--- config.mk ---
export PLATFORM = sky130hd
export DESIGN_NAME = multicycle_controller_flat
export DESIGN_NICKNAME = d
export VERILOG_FILES = /design/src/rtl/multicycle_controller_if.sv /design/src/rtl/multicycle_controller.sv /design/src/flat_wrapper.sv
export SDC_FILE = /design/constraint.sdc
export NUM_CORES = 1
export LEC_CHECK = 0
export ABC_CLOCK_PERIOD_IN_PS = 1600
export BUFFER_PORTS_ARGS = -buffer_cell sky130_fd_sc_hd__buf_2
export CORE_AREA = 5 5 53 55
export DETAILED_ROUTE_END_ITERATION = 8
export DIE_AREA = 0 0 58 60
export GPL_ROUTABILITY_DRIVEN = 0
export PLACE_DENSITY = 0.73
export SYNTH_ARGS = -nofsm -noshare
export SYNTH_HDL_FRONTEND = slang
export SYNTH_SLANG_ARGS = --single-unit
--- constraint.sdc ---
create_clock -name clk -period 1.6 [get_ports clk]
set_input_delay 0.08 -clock clk [delete_from_list [all_inputs] [get_ports clk]]
set_output_delay 0.08 -clock clk [all_outputs]
set_load 0.05 [all_outputs]
--- src/rtl/multicycle_controller_if.sv ---
// Control bus between the multicycle controller and the RV32I datapath.
// master = controller side, slave = datapath side.
// RETIRE_COUNTER_EN adds the 64-bit instret counter output.
interface multicycle_controller_if;
  logic [6:0] opcode;
  logic       branch_taken;
  logic       imem_ready;
  logic       dmem_ready;
  logic       imem_req;
  logic       dmem_req;
  logic       dmem_we;
  logic       ir_we;
  logic       pc_we;
  logic       pc_sel;
  logic [1:0] opa_sel;
  logic       opb_sel;
  logic       reg_we;
  logic [1:0] wb_sel;
  logic       trap;
  logic [1:0] trap_cause;
`ifdef RETIRE_COUNTER_EN
  logic [63:0] instret;
`endif

  modport master (
    input  opcode, branch_taken, imem_ready, dmem_ready,
    output imem_req, dmem_req, dmem_we, ir_we, pc_we, pc_sel,
    output opa_sel, opb_sel, reg_we, wb_sel, trap, trap_cause
`ifdef RETIRE_COUNTER_EN
    , output instret
`endif
  );

  modport slave (
    output opcode, branch_taken, imem_ready, dmem_ready,
    input  imem_req, dmem_req, dmem_we, ir_we, pc_we, pc_sel,
    input  opa_sel, opb_sel, reg_we, wb_sel, trap, trap_cause
`ifdef RETIRE_COUNTER_EN
    , input instret
`endif
  );
endinterface

--- src/rtl/multicycle_controller.sv ---
// Multi-cycle RV32I control FSM: IDLE/FETCH/DECODE/EXECUTE/MEMORY/WRITEBACK/TRAP.
// Outputs are combinational from the registered state plus opcode and the
// ready/branch inputs. A per-state wait counter traps on stuck memory requests.
// Optional: define RETIRE_COUNTER_EN to add the 64-bit instret retire counter.
module multicycle_controller #(
  parameter int MEM_TIMEOUT = 16
) (
  input  logic                     clk,
  input  logic                     rst_n,
  multicycle_controller_if.master  bus
);

  localparam logic [6:0] OP_LUI    = 7'b0110111;
  localparam logic [6:0] OP_AUIPC  = 7'b0010111;
  localparam logic [6:0] OP_JAL    = 7'b1101111;
  localparam logic [6:0] OP_JALR   = 7'b1100111;
  localparam logic [6:0] OP_BRANCH = 7'b1100011;
  localparam logic [6:0] OP_LOAD   = 7'b0000011;
  localparam logic [6:0] OP_STORE  = 7'b0100011;
  localparam logic [6:0] OP_OPIMM  = 7'b0010011;
  localparam logic [6:0] OP_OP     = 7'b0110011;
  localparam logic [6:0] OP_FENCE  = 7'b0001111;
  localparam logic [6:0] OP_SYSTEM = 7'b1110011;

  localparam logic [1:0] CAUSE_ILL = 2'b01;
  localparam logic [1:0] CAUSE_TMO = 2'b10;
  localparam logic [1:0] CAUSE_SYS = 2'b11;

  // Counter must hold MEM_TIMEOUT itself; keep one bit when timeouts are off.
  localparam int          CW  = (MEM_TIMEOUT > 0) ? $clog2(MEM_TIMEOUT + 1) : 1;
  localparam logic [CW-1:0] TMO = CW'(MEM_TIMEOUT);
  localparam bit          TMO_EN = (MEM_TIMEOUT > 0);

  typedef enum logic [2:0] {
    S_IDLE, S_FETCH, S_DECODE, S_EXECUTE, S_MEMORY, S_WRITEBACK, S_TRAP
  } state_t;

  state_t        state_q, state_d;
  logic [CW-1:0] wait_q;
  logic [1:0]    cause_q, cause_d;
  logic          retire;

  logic is_lui, is_auipc, is_jal, is_jalr, is_branch, is_load;
  logic is_store, is_opimm, is_op, is_fence, is_system, legal;
  logic req_wait, timeout;
  logic [1:0] opa_x;
  logic       opb_x;

  // Opcode class decode and the EXECUTE operand selects for that class
  always_comb begin
    is_lui    = (bus.opcode == OP_LUI);
    is_auipc  = (bus.opcode == OP_AUIPC);
    is_jal    = (bus.opcode == OP_JAL);
    is_jalr   = (bus.opcode == OP_JALR);
    is_branch = (bus.opcode == OP_BRANCH);
    is_load   = (bus.opcode == OP_LOAD);
    is_store  = (bus.opcode == OP_STORE);
    is_opimm  = (bus.opcode == OP_OPIMM);
    is_op     = (bus.opcode == OP_OP);
    is_fence  = (bus.opcode == OP_FENCE);
    is_system = (bus.opcode == OP_SYSTEM);
    legal     = is_lui | is_auipc | is_jal | is_jalr | is_branch | is_load |
                is_store | is_opimm | is_op | is_fence;
    opa_x = 2'b00;
    opb_x = 1'b0;
    if (is_lui) begin
      opa_x = 2'b10;
      opb_x = 1'b1;
    end else if (is_auipc | is_jal | is_branch) begin
      opa_x = 2'b01;
      opb_x = 1'b1;
    end else if (is_jalr | is_load | is_store | is_opimm) begin
      opa_x = 2'b00;
      opb_x = 1'b1;
    end
  end

  // A request is still outstanding this cycle; timeout fires once the count is exhausted
  always_comb begin
    req_wait = ((state_q == S_FETCH) && !bus.imem_ready) ||
               ((state_q == S_MEMORY) && !bus.dmem_ready);
    timeout  = TMO_EN && req_wait && (wait_q == TMO);
  end

  // State, wait counter and trap cause registers
  always_ff @(posedge clk or negedge rst_n) begin
    if (!rst_n) begin
      state_q <= S_IDLE;
      wait_q  <= '0;
      cause_q <= 2'b00;
    end else begin
      state_q <= state_d;
      cause_q <= cause_d;
      if (state_d != state_q)
        wait_q <= '0;
      else if (req_wait && (wait_q != TMO))
        wait_q <= wait_q + 1'b1;
    end
  end

  // Next-state logic; cause only changes on the transition into TRAP
  always_comb begin
    state_d = state_q;
    cause_d = cause_q;
    retire  = 1'b0;
    unique case (state_q)
      S_IDLE: state_d = S_FETCH;
      S_FETCH: begin
        if (bus.imem_ready) begin
          state_d = S_DECODE;
        end else if (timeout) begin
          state_d = S_TRAP;
          cause_d = CAUSE_TMO;
        end
      end
      S_DECODE: begin
        if (is_system) begin
          state_d = S_TRAP;
          cause_d = CAUSE_SYS;
        end else if (!legal) begin
          state_d = S_TRAP;
          cause_d = CAUSE_ILL;
        end else begin
          state_d = S_EXECUTE;
        end
      end
      S_EXECUTE: begin
        if (is_branch | is_fence) begin
          state_d = S_FETCH;
          retire  = 1'b1;
        end else if (is_load | is_store) begin
          state_d = S_MEMORY;
        end else begin
          state_d = S_WRITEBACK;
        end
      end
      S_MEMORY: begin
        if (bus.dmem_ready) begin
          if (is_store) begin
            state_d = S_FETCH;
            retire  = 1'b1;
          end else begin
            state_d = S_WRITEBACK;
          end
        end else if (timeout) begin
          state_d = S_TRAP;
          cause_d = CAUSE_TMO;
        end
      end
      S_WRITEBACK: begin
        state_d = S_FETCH;
        retire  = 1'b1;
      end
      S_TRAP:  state_d = S_TRAP;
      default: state_d = S_IDLE;
    endcase
  end

  // Datapath controls; operand selects stay at their EXECUTE values through
  // MEMORY and WRITEBACK so the ALU result (address / link / value) is stable
  always_comb begin
    bus.imem_req = 1'b0;
    bus.dmem_req = 1'b0;
    bus.dmem_we  = 1'b0;
    bus.ir_we    = 1'b0;
    bus.pc_we    = 1'b0;
    bus.pc_sel   = 1'b0;
    bus.opa_sel  = 2'b00;
    bus.opb_sel  = 1'b0;
    bus.reg_we   = 1'b0;
    bus.wb_sel   = 2'b00;
    bus.trap     = 1'b0;
    unique case (state_q)
      S_FETCH: begin
        bus.imem_req = 1'b1;
        bus.ir_we    = bus.imem_ready;
      end
      S_EXECUTE: begin
        bus.opa_sel = opa_x;
        bus.opb_sel = opb_x;
        if (is_branch) begin
          bus.pc_we  = 1'b1;
          bus.pc_sel = bus.branch_taken;
        end else if (is_fence) begin
          bus.pc_we  = 1'b1;
        end
      end
      S_MEMORY: begin
        bus.dmem_req = 1'b1;
        bus.dmem_we  = is_store;
        bus.opa_sel  = opa_x;
        bus.opb_sel  = opb_x;
        bus.pc_we    = bus.dmem_ready & is_store;
      end
      S_WRITEBACK: begin
        bus.reg_we  = 1'b1;
        bus.pc_we   = 1'b1;
        bus.pc_sel  = is_jal | is_jalr;
        bus.opa_sel = opa_x;
        bus.opb_sel = opb_x;
        if (is_load)
          bus.wb_sel = 2'b01;
        else if (is_jal | is_jalr)
          bus.wb_sel = 2'b10;
      end
      S_TRAP:  bus.trap = 1'b1;
      default: ;
    endcase
  end

  assign bus.trap_cause = cause_q;

`ifdef RETIRE_COUNTER_EN
  logic [63:0] instret_q;

  // Count instructions leaving a completing state toward FETCH; wraps naturally
  always_ff @(posedge clk or negedge rst_n) begin
    if (!rst_n)
      instret_q <= 64'd0;
    else if (retire)
      instret_q <= instret_q + 64'd1;
  end

  assign bus.instret = instret_q;
`endif

endmodule

--- src/flat_wrapper.sv ---
// flat-port wrapper written by rule: the top's interface ports become plain ports
module multicycle_controller_flat 
#(
  parameter int MEM_TIMEOUT = 16
)
  (clk, rst_n, bus_opcode, bus_branch_taken, bus_imem_ready, bus_dmem_ready, bus_imem_req, bus_dmem_req, bus_dmem_we, bus_ir_we, bus_pc_we, bus_pc_sel, bus_opa_sel, bus_opb_sel, bus_reg_we, bus_wb_sel, bus_trap, bus_trap_cause);
  multicycle_controller_if bus_i ();
  input  logic clk;
  input  logic rst_n;
  input wire logic [$bits(bus_i.opcode)-1:0] bus_opcode;
  input wire logic [$bits(bus_i.branch_taken)-1:0] bus_branch_taken;
  input wire logic [$bits(bus_i.imem_ready)-1:0] bus_imem_ready;
  input wire logic [$bits(bus_i.dmem_ready)-1:0] bus_dmem_ready;
  output wire logic [$bits(bus_i.imem_req)-1:0] bus_imem_req;
  output wire logic [$bits(bus_i.dmem_req)-1:0] bus_dmem_req;
  output wire logic [$bits(bus_i.dmem_we)-1:0] bus_dmem_we;
  output wire logic [$bits(bus_i.ir_we)-1:0] bus_ir_we;
  output wire logic [$bits(bus_i.pc_we)-1:0] bus_pc_we;
  output wire logic [$bits(bus_i.pc_sel)-1:0] bus_pc_sel;
  output wire logic [$bits(bus_i.opa_sel)-1:0] bus_opa_sel;
  output wire logic [$bits(bus_i.opb_sel)-1:0] bus_opb_sel;
  output wire logic [$bits(bus_i.reg_we)-1:0] bus_reg_we;
  output wire logic [$bits(bus_i.wb_sel)-1:0] bus_wb_sel;
  output wire logic [$bits(bus_i.trap)-1:0] bus_trap;
  output wire logic [$bits(bus_i.trap_cause)-1:0] bus_trap_cause;
  assign bus_i.opcode = bus_opcode;
  assign bus_i.branch_taken = bus_branch_taken;
  assign bus_i.imem_ready = bus_imem_ready;
  assign bus_i.dmem_ready = bus_dmem_ready;
  assign bus_imem_req = bus_i.imem_req;
  assign bus_dmem_req = bus_i.dmem_req;
  assign bus_dmem_we = bus_i.dmem_we;
  assign bus_ir_we = bus_i.ir_we;
  assign bus_pc_we = bus_i.pc_we;
  assign bus_pc_sel = bus_i.pc_sel;
  assign bus_opa_sel = bus_i.opa_sel;
  assign bus_opb_sel = bus_i.opb_sel;
  assign bus_reg_we = bus_i.reg_we;
  assign bus_wb_sel = bus_i.wb_sel;
  assign bus_trap = bus_i.trap;
  assign bus_trap_cause = bus_i.trap_cause;
  multicycle_controller #(.MEM_TIMEOUT(MEM_TIMEOUT)) u_core (.clk(clk), .rst_n(rst_n), .bus(bus_i));
endmodule
=== Yosys cells after proc, flatten, opt, wreduce, memory -nomap -nowiden ===
Index checks and enable logic that the tools add are counted.

* Multiplexer cells: 38
* Equality and inequality tests: 23
* Reductions and logical operators: 13
* $add $sub $neg: 1
* Bitwise gates (word level): 18

{| class="wikitable"
|+ Operator list
! operator !! count
|-
| == test 7 bit, second input constant || 4
|-
| == test 7 x 6 -> 1 bit, second input constant || 3
|-
| two-way mux 3 bit || 7
|-
| two-way mux 2 bit || 10
|-
| case mux 3 bit (6 select lines) || 1
|-
| OR 1 bit || 17
|-
| two-way mux 1 bit || 15
|-
| == test 7 x 5 -> 1 bit, second input constant || 2
|-
| two-way mux 5 bit || 2
|-
| == test 3 bit, second input constant || 3
|-
| == test 7 x 2 -> 1 bit, second input constant || 1
|-
| == test 7 x 4 -> 1 bit, second input constant || 1
|-
| == test 3 x 2 -> 1 bit, second input constant || 2
|-
| case mux 2 bit (3 select lines) || 1
|-
| adder 5 x 1 -> 5 bit, second input constant || 1
|-
| == test 5 bit, second input constant || 1
|-
| inequality test 5 bit, second input constant || 1
|-
| logical AND 1 bit || 4
|-
| inequality test 2 bit, second input constant || 2
|-
| AND reduction 4 bit || 1
|-
| == test 3 x 1 -> 1 bit, second input constant || 1
|-
| zero test 3 bit || 1
|-
| inequality test 3 x 2 -> 1 bit, second input constant || 1
|-
| inequality test 3 bit || 1
|-
| 9 further kinds || 10
|}

* Output and inout bits: 15
* Word-level logic and storage cells: 96
* Register bits: 10
* Bits of input ports: 12

=== Longest topological paths before layout ===
Gate-level depths: netlist of run 1.

* Depth after elaboration: 15
* Mapped depth: 7
* Gate-level depth less buffers: 7

=== Worst setup path after synthesis of run 1 ===
OpenSTA, ideal clock, no wires.

* Path kind: register to output
* From: register u_core.state_q[2]
* To: output bus_opb_sel
* Arrival: 3.242 ns
* Buffers on the path: 1
* Data required time: 1.520 ns
* Cell stages (with the launch flop): 6
* Slack: -1.722 ns
* Cells stage by stage: dfrtp_1 -> buf_6 -> inv_1 -> and3_4 -> a21oi_1 -> a2111oi_0

* Word-level cells in the longest chain between the ends: 3
* Elaborated cells on any way between the ends: 5

{| class="wikitable"
|+ Ends and longest elaborated chain
! element !! line !! source
|-
| from (decl) || multicycle_controller.sv:38 || <nowiki>state_t state_q, state_d;</nowiki>
|-
| from (signal assigned) || multicycle_controller.sv:92 || <nowiki>state_q <= state_d;</nowiki>
|-
| == test 3 bit / == test 3 x 2 -> 1 bit (equally long branches) || multicycle_controller.sv:173 || <nowiki>unique case (state_q)</nowiki>
|-
| OR reduction 3 bit (no line) (*) || n/a ||
|-
| two-way mux 1 bit (*) || multicycle_controller.sv:173 ||
|-
| to (decl) || flat_wrapper.sv:21 || <nowiki>output wire logic [$bits(bus_i.opb_sel)-1:0] bus_opb_sel;</nowiki>
|}

Every way passes the cells marked *; elsewhere a longest branch is shown, timed or not.

=== Final worst setup path of run 1 ===
* From: register u_core.wait_q[1]
* To: register u_core.cause_q[0] (netlist: u_core.bus.trap_cause[0])

* Word-level cells in the longest chain between the ends: 5
* Elaborated cells on any way between the ends: 6

{| class="wikitable"
|+ Ends and longest elaborated chain
! element !! line !! source
|-
| from (decl) || multicycle_controller.sv:39 || <nowiki>logic [CW-1:0] wait_q;</nowiki>
|-
| from (signal assigned) || multicycle_controller.sv:97 || <nowiki>wait_q <= wait_q + 1'b1;</nowiki>
|-
| == test 5 bit (*) || multicycle_controller.sv:82 || <nowiki>timeout = TMO_EN && req_wait && (wait_q == TMO);</nowiki>
|-
| logical AND 1 bit (*) || multicycle_controller.sv:82 ||
|-
| two-way mux 2 bit (*) || n/a ||
|-
| two-way mux 2 bit (on tied branches) || n/a ||
|-
| case mux 2 bit (3 select lines) (*) || n/a ||
|-
| to (signal assigned) || multicycle_controller.sv:93 || <nowiki>cause_q <= cause_d;</nowiki>
|-
| to (decl) || multicycle_controller.sv:40 || <nowiki>logic [1:0] cause_q, cause_d;</nowiki>
|}

Every way passes the cells marked *; elsewhere a longest branch is shown, timed or not. The select of a mux whose other input is x is not followed.
A chain may end at the register's enable or synchronous reset.

==> results of run 1 <==
-- worst max-delay path by stage --
stage	cells past startpoint	end	start
after floorplan	4	bus_pc_we	u_core.state_q[1]
after global placement	6	u_core.wait_q[0]	u_core.state_q[2]
after detailed placement	7	u_core.wait_q[3]	u_core.wait_q[0]
after CTS	7	u_core.wait_q[1]	u_core.wait_q[1]
after global routing	6	u_core.wait_q[4]	u_core.state_q[1]
final	8	u_core.bus.trap_cause[0]	u_core.wait_q[1]
-- final cells by class --
cell class                      instances  area share (%)
Clock buffer                            4           1.944
Inverter                                9           2.681
Multi-Input combinational cell         97           48.99
Sequential cell                        10           13.54
Tap cell                               30           2.011
Timing Repair Buffer                   67           30.83
-- flip-flops by register name, indices dropped and copies added (netlist names) --
| signal | flops |
|---|---|
| u_core.state_q | 3 |
| u_core.bus.trap_cause | 2 |
| u_core.wait_q | 5 |
-- layer usage --
layer / vias to the layer above / share of wire, % / GRT usage [%]
met5: - / 0 / 0
met4: 0 / 2.2 / 5.298
met3: 12 / 4.2 / 2.592
met2: 40 / 53 / 37.42
met1: 623 / 40 / 27.24
li1: 589 / - / -
-- cells by family (layout without fill, tap and decap cells) --
| logic type | count (synthesis) | count (layout) | share of synthesized area, % |
|---|---|---|---|
| and+or+nand+nor | 56 | 56 | 34.18 |
| xor gates and xnor gates | 5 | 5 | 4.243 |
| muxes | 2 | 2 | 1.939 |
| AOI/OAI and AO/OA | 32 | 32 | 23.88 |
| adders and majority gates | 2 | 2 | 2.424 |
| DFF | 10 | 10 | 24.24 |
| buffers and inverters | 15 | 80 | 9.090 |
-- cells in the final DEF, fill, tap and decap left out, drive strengths merged, types with 2 or more instances in the layout --
master / n
nor2: 8
and2: 2
dfrtp: 10
nor4: 7
ha: 2
xor2: 3
and3: 2
inv: 7
nand2: 13
o2111ai: 2
nand3: 3
a22o: 2
and4bb: 3
clkbuf: 4
nand2b: 6
o21ai: 6
buf: 66
mux2i: 2
a21oi: 7
o211ai: 4
o2bb2ai: 2
xnor2: 2
nor3: 4
-- power by group through the flow --
stage | sequential (W) | clock (W) | combinational, W
6_report | 0.000412 | 0.000240 | 0.00226
5_1_grt | 0.000423 | 0.000260 | 0.00238
4_1_cts | 0.000404 | 0.000237 | 0.00198
3_5_place_dp | 0.000392 | 0 | 0.00157
3_3_place_gp | 0.000390 | 0 | 0.00153
2_1_floorplan | 0.000469 | 0 | 0.000964
-- through the flow --
step,instances,setup TNS [ps]
2_1_floorplan,122,-538.1
3_3_place_gp,199,-723.2
3_5_place_dp,199,-1579
4_1_cts,214,-948.0
5_1_grt,217,-2587
6_report,217,-1368
-- what timing repair did --
action | CTS | global route
setup buffers | 10 | 5
endpoints found under the setup margin | 17 | 18
pin swaps | 12 | 5
hold endpoints to repair | 10 | 0
hold buffers | 1 | 0
resized for setup | 32 | 24
==> impl_metrics.tcl, run 1 <==
set metrics [dict create \
    synth_area_um2 1032 \
    antenna_found_initial 0 \
    synth-seq-cells 10 \
    port_buffers 26 \
    cts_tree "yes" \
    hold_path.class "input port to asynchronous set/reset pin" \
    cap_violations 0 \
    grt_pass1_vias 1174 \
    place_area_um2 1460 \
    ff_latch_area_um2 252.7 \
    ant_nets 0 \
    die_y_um 60 \
    crit_fanout 4 \
    p_comb_share_pct 77.6 \
    fmaxAchievable_ghz 0.5752 \
    cp_slowest_cell "dfrtp_1" \
    async_reset_ff_share_pct 100.0 \
    drc_errors 0 \
    fin_ws_ps -138.4 \
    endpoint_kind "register" \
    path_common_cell "o21ai_2" \
    clock_path_buffers 2 \
    required_ps 1760 \
    fin_crit_ps 1738 \
    num_rows 18 \
    finalInstanceArea_um2 1867 \
    yosysTopAreaCell "dfrtp_1" \
    holdWs_ps 204.3 \
    clock_skew_ps 4.577 \
    routed-via-count 1264 \
    finalNetCount 202 \
    io_pins 27 \
    irDropWorstVdd_mv 1.188 \
    core_um2 2342 \
    ys_top_cells_by_count "nand2_1, dfrtp_1, inv_1" \
    ys_warn_count 0 \
    cp_cell_sequence "inv_2 > ha_4 > buf_12 > nand4bb_4 > o31a_1 > o21ai_2 > o21ai_2 > a22o_1" \
    synth_area_leaders "dfrtp_1, nand2_1, buf_6" \
    grt-ovfl-total 0 \
    rr_startpoint "u_core.wait_q[1]" \
    h-tree-depth 1 \
    cts_buffers 3 \
    p_int_w 0.001522 \
    sw_frac_of_total_pct 47.75 \
    finalSetupViolations 14 \
    drtIter0Drc 47 \
    relSlewSlack_pct 63.09 \
    critical_path_class "register to register" \
    r2r_slack_ps -140 \
    violations "negative setup slack" \
    reg2regPathDepth 8 \
    path_buf_inv 2 \
    crit_path_start_kind "register" \
    crit_family "compound AO/OA/AOI/OAI gates" \
    n_antenna_cell 0 \
    clkPwrFrac_pct 8.2 \
    syn_nets 136 \
    drive_gt1_share_pct 59.89 \
    path_clk_slew_ps 80 \
    synth_flop_cell "dfrtp_1" \
    grt_pass1_wl_um 5706 \
    syn_inst 122 \
    timing.final.crit_share_pct 108.7 \
    worstMarginPinSlew_ps 550.3 \
    hold_violations 0 \
    netlist.area_leader.share_pct 24.24 \
    ctsRootBufferMaster "clkbuf_4" \
    wl_per_cell_um 17.65 \
    worstSkewPairLatency_ps 270 \
    drv_slew 0 \
    synthDistinctLibCells 48 \
    cellLeakagePower_nw 0.8211 \
    seq_area_frac_synth_pct 24.24 \
    pwr-share-seq_pct 14.2 \
    power.total_w 0.002912 \
    post-dp-hpwl_um 2377 \
    rr_endpoint "u_core.bus.trap_cause[0]" \
    cp.arrival_ps 1900 \
    grt_max_degree 11 \
    fill_cells 136 \
    multi_input_area_um2 914.6 \
    syn_to_final_growth_pct 80.85 \
    utilization_pct 79.70 \
    totalWireLength_um 3830 \
    avgSynthCellArea_um2 8.461 \
    synth_most_common_cell "nand2_1" \
    powerDensity_nw_per_um2 1560 \
    grt_setup_unrepaired "true" \
    vias_per_cell 5.825 \
    power_switching_w 0.001390 \
    initial_core_util_pct 44.07 \
    status "finished, violations left" \
    die_width_um 58 \
    cts_sinks 10 \
    drtPass1Iterations 4 \
    grt_usage_pct 21.15 \
    die_area_um2 3480 \
    slowest_delay_ps 410 \
    synth_edf_count 0 \
    dp_slack_ps -246.9 \
]
Power figures use the tool's default switching activity.
==> run 2, diff against run 1 <==
--- a/config.mk
+++ b/config.mk
@@ -12,6 +12,7 @@
 export DIE_AREA = 0 0 58 60
 export GPL_ROUTABILITY_DRIVEN = 0
 export PLACE_DENSITY = 0.73
+export REMOVE_ABC_BUFFERS = 1
 export SYNTH_ARGS = -nofsm -noshare
 export SYNTH_HDL_FRONTEND = slang
 export SYNTH_SLANG_ARGS = --single-unit
==> run 2 against run 1 <==
The run still ends with negative setup slack left. Utilization shrank 5.8 points. Die area unchanged. Final cell count decreased by 2.3%. First-iteration DRC count decreased by 51%. Flip-flop and latch count unchanged. Non-clock buffer count down 5. Routed wire length shrank 7.0%. Clock power down 5%. Critical endpoint is now u_core.wait_q[2].
==> impl_metrics.tcl, run 2 (synthesis results as in run 1) <==
set metrics [dict create \
    syn_to_final_growth_pct 67.76 \
    clock_path_buffers 2 \
    hold_depth 3 \
    timing.final.crit_share_pct 108.2 \
    required_ps 1760 \
    power.total_w 0.002651 \
    hold_end "u_core.state_q[0]" \
    relSlewSlack_pct 65.60 \
    grt_usage_pct 20.39 \
    ctsRootBufferMaster "clkbuf_4" \
    grt_setup_unrepaired "true" \
    powerDensity_nw_per_um2 1531 \
    finalInstanceArea_um2 1732 \
    largest_reg_flops 5 \
    finalSetupViolations 11 \
    cts_sinks 10 \
    routed-via-count 1201 \
    rr_startpoint "u_core.state_q[2]" \
    drc_errors 0 \
    io_pins 27 \
    finalNetCount 197 \
    drv_slew 0 \
    grt_pass1_vias 1240 \
    post-dp-hpwl_um 2306 \
    grt_pass1_wl_um 5464 \
    cellLeakagePower_nw 0.7691 \
    fill_cells 172 \
    ant_nets 0 \
    top_register "u_core.wait_q" \
    place_area_um2 1313 \
    grt-ovfl-total 0 \
    wl_per_cell_um 16.79 \
    die_area_um2 3480 \
    num_rows 18 \
    reg2regPathDepth 6 \
    die_width_um 58 \
    instances_no_fill 212 \
    hp-start "bus_dmem_ready" \
    endpoint_kind "register" \
    cts_buffers 3 \
    worstMarginPinSlew_ps 512.8 \
    core_um2 2342 \
    cts_tree "yes" \
    initial_core_util_pct 44.07 \
    rr_endpoint "u_core.wait_q[2]" \
    critical_path_class "register to register" \
    drive_gt1_share_pct 58.24 \
    antenna_found_initial 0 \
    die_y_um 60 \
    n_antenna_cell 0 \
    hold_violations 0 \
    worstSkewPairLatency_ps 270 \
    mostFrequentLayoutCell "buf_4" \
    h-tree-depth 1 \
    port_buffers 26 \
    fin_crit_ps 1732 \
    cp.arrival_ps 1890 \
    violations "negative setup slack" \
    cap_violations 0 \
    r2r_slack_ps -130 \
    dp.cells 195 \
    clock_skew_ps 4.634 \
    vias_per_cell 5.665 \
    fmaxAchievable_ghz 0.5774 \
    crit_path_start_kind "register" \
    holdWs_ps 175.1 \
    drtPass1Iterations 4 \
    status "finished, violations left" \
    irDropWorstVdd_mv 0.9943 \
    crit_fanout 5 \
    drtIter0Drc 23 \
    hold_path.class "input port to register" \
    fin_ws_ps -132.0 \
    layout_common_cells "buf_4, buf_2, nand2_1, buf_6, dfrtp_1" \
    grt_max_degree 11 \
    totalWireLength_um 3560 \
    path_clk_slew_ps 70 \
]
run 2: cell types whose count changed in the layout (fill, tap and decap cells not counted), sizes merged:
| cell | previous run | this run |
|---|---|---|
| clkinv | 1 | 0 |
| inv | 7 | 9 |
| buf | 66 | 61 |
| clkinvlp | 1 | 0 |
run 2: power by group:
part           total (W)  switching, W  internal (W)
clock           0.000229     0.0000911      0.000138
combinational    0.00201       0.00112      0.000893
sequential      0.000413     0.0000827      0.000330
run 2: worst max-delay path by stage:
| stage | startpoint | end | slack, ps | depth (start not counted) |
|---|---|---|---|---|
| floorplan | u_core.state_q[2] | bus_opb_sel | -1730 | 4 |
| global placement | u_core.wait_q[0] | u_core.wait_q[0] | -120 | 7 |
| detailed placement | u_core.wait_q[0] | u_core.wait_q[1] | -180 | 7 |
| CTS | u_core.state_q[1] | bus_opb_sel | -80 | 5 |
| global route | u_core.state_q[0] | u_core.wait_q[2] | -230 | 7 |
| finish | u_core.state_q[2] | u_core.wait_q[2] | -130 | 6 |
run 2: final cells by class:
class / count / area, um^2 / share of cell area [%]
Multi-Input combinational cell: 97 / 897.1 / 51.81
Clock buffer: 4 / 36.28 / 2.095
Tap cell: 30 / 37.54 / 2.168
Inverter: 9 / 41.29 / 2.384
Sequential cell: 10 / 252.7 / 14.60
Timing Repair Buffer: 62 / 466.7 / 26.95
run 2: metrics by stage:
step	util, %	setup TNS [ps]	worst slack (ps)
floorplan	-	-6337	-1728
global placement	56.04	-662.6	-118.7
detailed placement	56.04	-1155	-181.2
CTS	67.41	-519.5	-75.43
global route	73.93	-1661	-232.5
finish	73.93	-660.9	-132.0
run 2: routing by layer:
layer  share of wire [%]  wire (um)  global-route usage, %  vias to the layer above
li1                    -          -                      -                      580
met2                  53       1897                  37.58                       38
met4                 3.0        108                  8.278                        0
met3                 4.0        141                  4.104                       12
met1                  40       1412                  22.79                      571
met5                   0          0                      0                        -
run 2: repair_timing:
item                                    4_1_cts  5_1_grt
setup buffers                                 8        6
endpoints found under the hold margin        10        0
resized for setup                            41       26
hold buffers                                  1        0
pin swaps                                    13       18
endpoints found under the setup margin       18       19
run 2: critical path, cell delays in order (launching register included):
cell      delay [ps]
dfrtp_2          470
nor4b_4          270
buf_4            180
buf_6            120
o211ai_1         120
xor2_1           180
nor4_1           270
==> run 3, diff against run 2 <==
--- a/config.mk
+++ b/config.mk
@@ -5,13 +5,14 @@
 export SDC_FILE = /design/constraint.sdc
 export NUM_CORES = 1
 export LEC_CHECK = 0
+export ABC_AREA = 1
 export ABC_CLOCK_PERIOD_IN_PS = 1600
 export BUFFER_PORTS_ARGS = -buffer_cell sky130_fd_sc_hd__buf_2
-export CORE_AREA = 5 5 53 55
+export CORE_AREA = 5 5 51 53
 export DETAILED_ROUTE_END_ITERATION = 8
-export DIE_AREA = 0 0 58 60
+export DIE_AREA = 0 0 56 58
 export GPL_ROUTABILITY_DRIVEN = 0
-export PLACE_DENSITY = 0.73
+export PLACE_DENSITY = 0.71
 export REMOVE_ABC_BUFFERS = 1
 export SYNTH_ARGS = -nofsm -noshare
 export SYNTH_HDL_FRONTEND = slang
==> run 3 against run 2 <==
The flow now finishes without violations. Highest routed layer unchanged. Critical path depth is 2 higher. Register-to-register slack better by 150 ps. Sequential power is 6.1% lower. Die area is 6.7% lower. Via count is 14% lower. Critical path type is now register to primary output. Final cell count is 1.4% lower. Sequential share of layout area is 3.7 points higher.
==> impl_metrics.tcl, run 3 <==
set metrics [dict create \
    ys_top_cells_by_count "nand2_1, nor2_1, inv_1" \
    h-tree-depth 1 \
    fin_ws_ps 14.65 \
    drtPass1Iterations 4 \
    ant_nets 0 \
    fmaxAchievable_ghz 0.6308 \
    drive_gt1_share_pct 49.17 \
    seq_area_frac_synth_pct 28.13 \
    rr_endpoint "u_core.wait_q[3]" \
    grt_max_degree 11 \
    post-dp-hpwl_um 1884 \
    synth_most_common_cell "nand2_1" \
    crit_fanout 5 \
    grt-ovfl-total 0 \
    finalNetCount 196 \
    critical_path_class "register to primary output" \
    port_buffers 26 \
    synth_area_leaders "dfrtp_1, nand2_1, nor2_1" \
    fin_crit_ps 1585 \
    yosysTopAreaCell "dfrtp_1" \
    num_rows 17 \
    status "finished, final reports clean" \
    drtIter0Drc 14 \
    timing.final.crit_share_pct 99.08 \
    syn_to_final_growth_pct 54.71 \
    grt_pass1_vias 1034 \
    endpoint_kind "primary output" \
    synth_flop_cell "dfrtp_1" \
    grt_setup_unrepaired "true" \
    powerDensity_nw_per_um2 1538 \
    instances_no_fill 209 \
    async_reset_ff_share_pct 100.0 \
    synth_area_um2 889.6 \
    cts_buffers 3 \
    clock_skew_ps 0.1880 \
    fill_cells 176 \
    drv_slew 0 \
    ys_warn_count 0 \
    grt_usage_pct 15.05 \
    cap_violations 0 \
    dp_slack_ps -0.3436 \
    clkPwrFrac_pct 10.5 \
    required_ps 1520 \
    p_comb_share_pct 71.2 \
    pwr-share-seq_pct 18.3 \
    io_pins 27 \
    rr_startpoint "u_core.state_q[1]" \
    path_clk_slew_ps 60 \
    syn_inst 137 \
    grt_pass1_wl_um 3988 \
    clock_path_buffers 2 \
    vias_per_cell 4.952 \
    n_antenna_cell 0 \
    drc_errors 0 \
    hold_path.class "input port to asynchronous set/reset pin" \
    cellLeakagePower_nw 0.6915 \
    mostFrequentLayoutCell "nand2_1" \
    tns_ps 0 \
    ctsRootBufferMaster "clkbuf_4" \
    die_width_um 56 \
    power_switching_w 0.001109 \
    cts_sinks 10 \
    utilization_pct 65.36 \
    antenna_found_initial 0 \
    synthDistinctLibCells 24 \
    initial_core_util_pct 42.25 \
    avgSynthCellArea_um2 6.493 \
    wl_per_cell_um 11.89 \
    routed-via-count 1035 \
    worstSkewPairLatency_ps 260 \
    synth-seq-cells 10 \
    cts_tree "yes" \
    layout_common_cells "nand2_1, nor2_1, inv_1, buf_2, buf_4" \
    p_int_w 0.001008 \
    dp.cells 197 \
    r2r_slack_ps 20 \
    die_y_um 58 \
    top_register "u_core.wait_q" \
    largest_reg_flops 5 \
    crit_path_start_kind "register" \
    core_um2 2106 \
    cp.arrival_ps 1510 \
    irDropWorstVdd_mv 1.056 \
    totalWireLength_um 2485 \
    synth_edf_count 0 \
    finalSetupViolations 0 \
    worstMarginPinSlew_ps 260.5 \
    netlist.area_leader.share_pct 28.13 \
    sw_frac_of_total_pct 52.39 \
    relSlewSlack_pct 82.50 \
    reg2regPathDepth 10 \
    die_area_um2 3248 \
    hold_violations 0 \
]
-- run 3: changes by cell type after synthesis, moves of 5 or more --
cell,before,now
inv_1,8,21
nand2_1,13,27
nor4_1,7,1
nor2_1,7,24
nand3_1,3,12
nand2b_1,5,0
-- run 3: area by class of cell --
cell class                 instances  area [um^2]  share of cell area (%)
multi-input combinational        103        671.9                   48.82
timing repair buffer              40        289.0                   21.00
sequential                        10        251.5                   18.27
inverter                          24        92.59                   6.727
clock buffer                       4        36.28                   2.636
tap                               28        35.03                   2.545
-- run 3: power groups by stage --
stage / combinational, W / clock, W / sequential, W
global route: 0.00162 / 0.000245 / 0.000400
floorplan: 0.000700 / 0 / 0.000497
detailed placement: 0.00110 / 0 / 0.000394
CTS: 0.00120 / 0.000234 / 0.000385
finish: 0.00151 / 0.000223 / 0.000388
global placement: 0.00108 / 0 / 0.000393
-- run 3: metal layers --
| layer | vias up | track usage, % | share of wire, % |
|---|---|---|---|
| met5 | - | 0 | 0 |
| met4 | 0 | 5.763 | 2.1 |
| met3 | 6 | 3.563 | 6.0 |
| met2 | 35 | 30.72 | 57 |
| met1 | 470 | 14.32 | 35 |
| li1 | 524 | - | - |
-- run 3: cells by family (layout without fill, tap and decap cells) --
group | Yosys count | in the layout | synth area share [%]
xor gates and xnor gates | 4 | 4 | 3.939
buffers and inverters | 24 | 68 | 10.13
adders and majority gates | 2 | 2 | 2.812
AOI/OAI and AO/OA | 15 | 15 | 10.97
DFF | 10 | 10 | 28.13
and+or+nand+nor | 82 | 82 | 44.02
-- run 3: worst max path at each step --
stage	startpoint	endpoint	cells after the start	slack (ps)
final	u_core.state_q[1]	bus_opa_sel[1]	8	10
after global routing	u_core.state_q[1]	bus_opa_sel[1]	8	-130
after CTS	u_core.state_q[1]	bus_opa_sel[1]	8	-0.01
after detailed placement	u_core.state_q[1]	u_core.wait_q[3]	10	-0.3
after global placement	u_core.state_q[1]	u_core.wait_q[0]	10	50
after floorplan	u_core.state_q[2]	u_core.wait_q[2]	8	-950
-- run 3: critical path, stage by stage, from the launching register on --
cell and delay, ps:
dfrtp_1 410, inv_2 100, nor3_2 120, buf_4 160, inv_4 40, nand2_4 60, inv_2 50, nor3_4 120
buf_6 180
-- run 3: stage by stage --
step                instance area [um^2]  power, W  hold WS [ps]
detailed placement                  1100  0.001490        -51.00
finish                              1376  0.002116         202.3
global placement                    1100  0.001474        -51.29
floorplan                          889.6  0.001197        -215.6
CTS                                 1221  0.001822         190.1
global route                        1376  0.002263         217.8
-- run 3: repair_timing --
item / CTS / global route
hold endpoints to repair: 10 / 0
setup endpoints to repair: 7 / 15
setup buffers: 4 / 3
pin swaps: 1 / 5
resized for setup: 15 / 45
hold buffers: 1 / 0
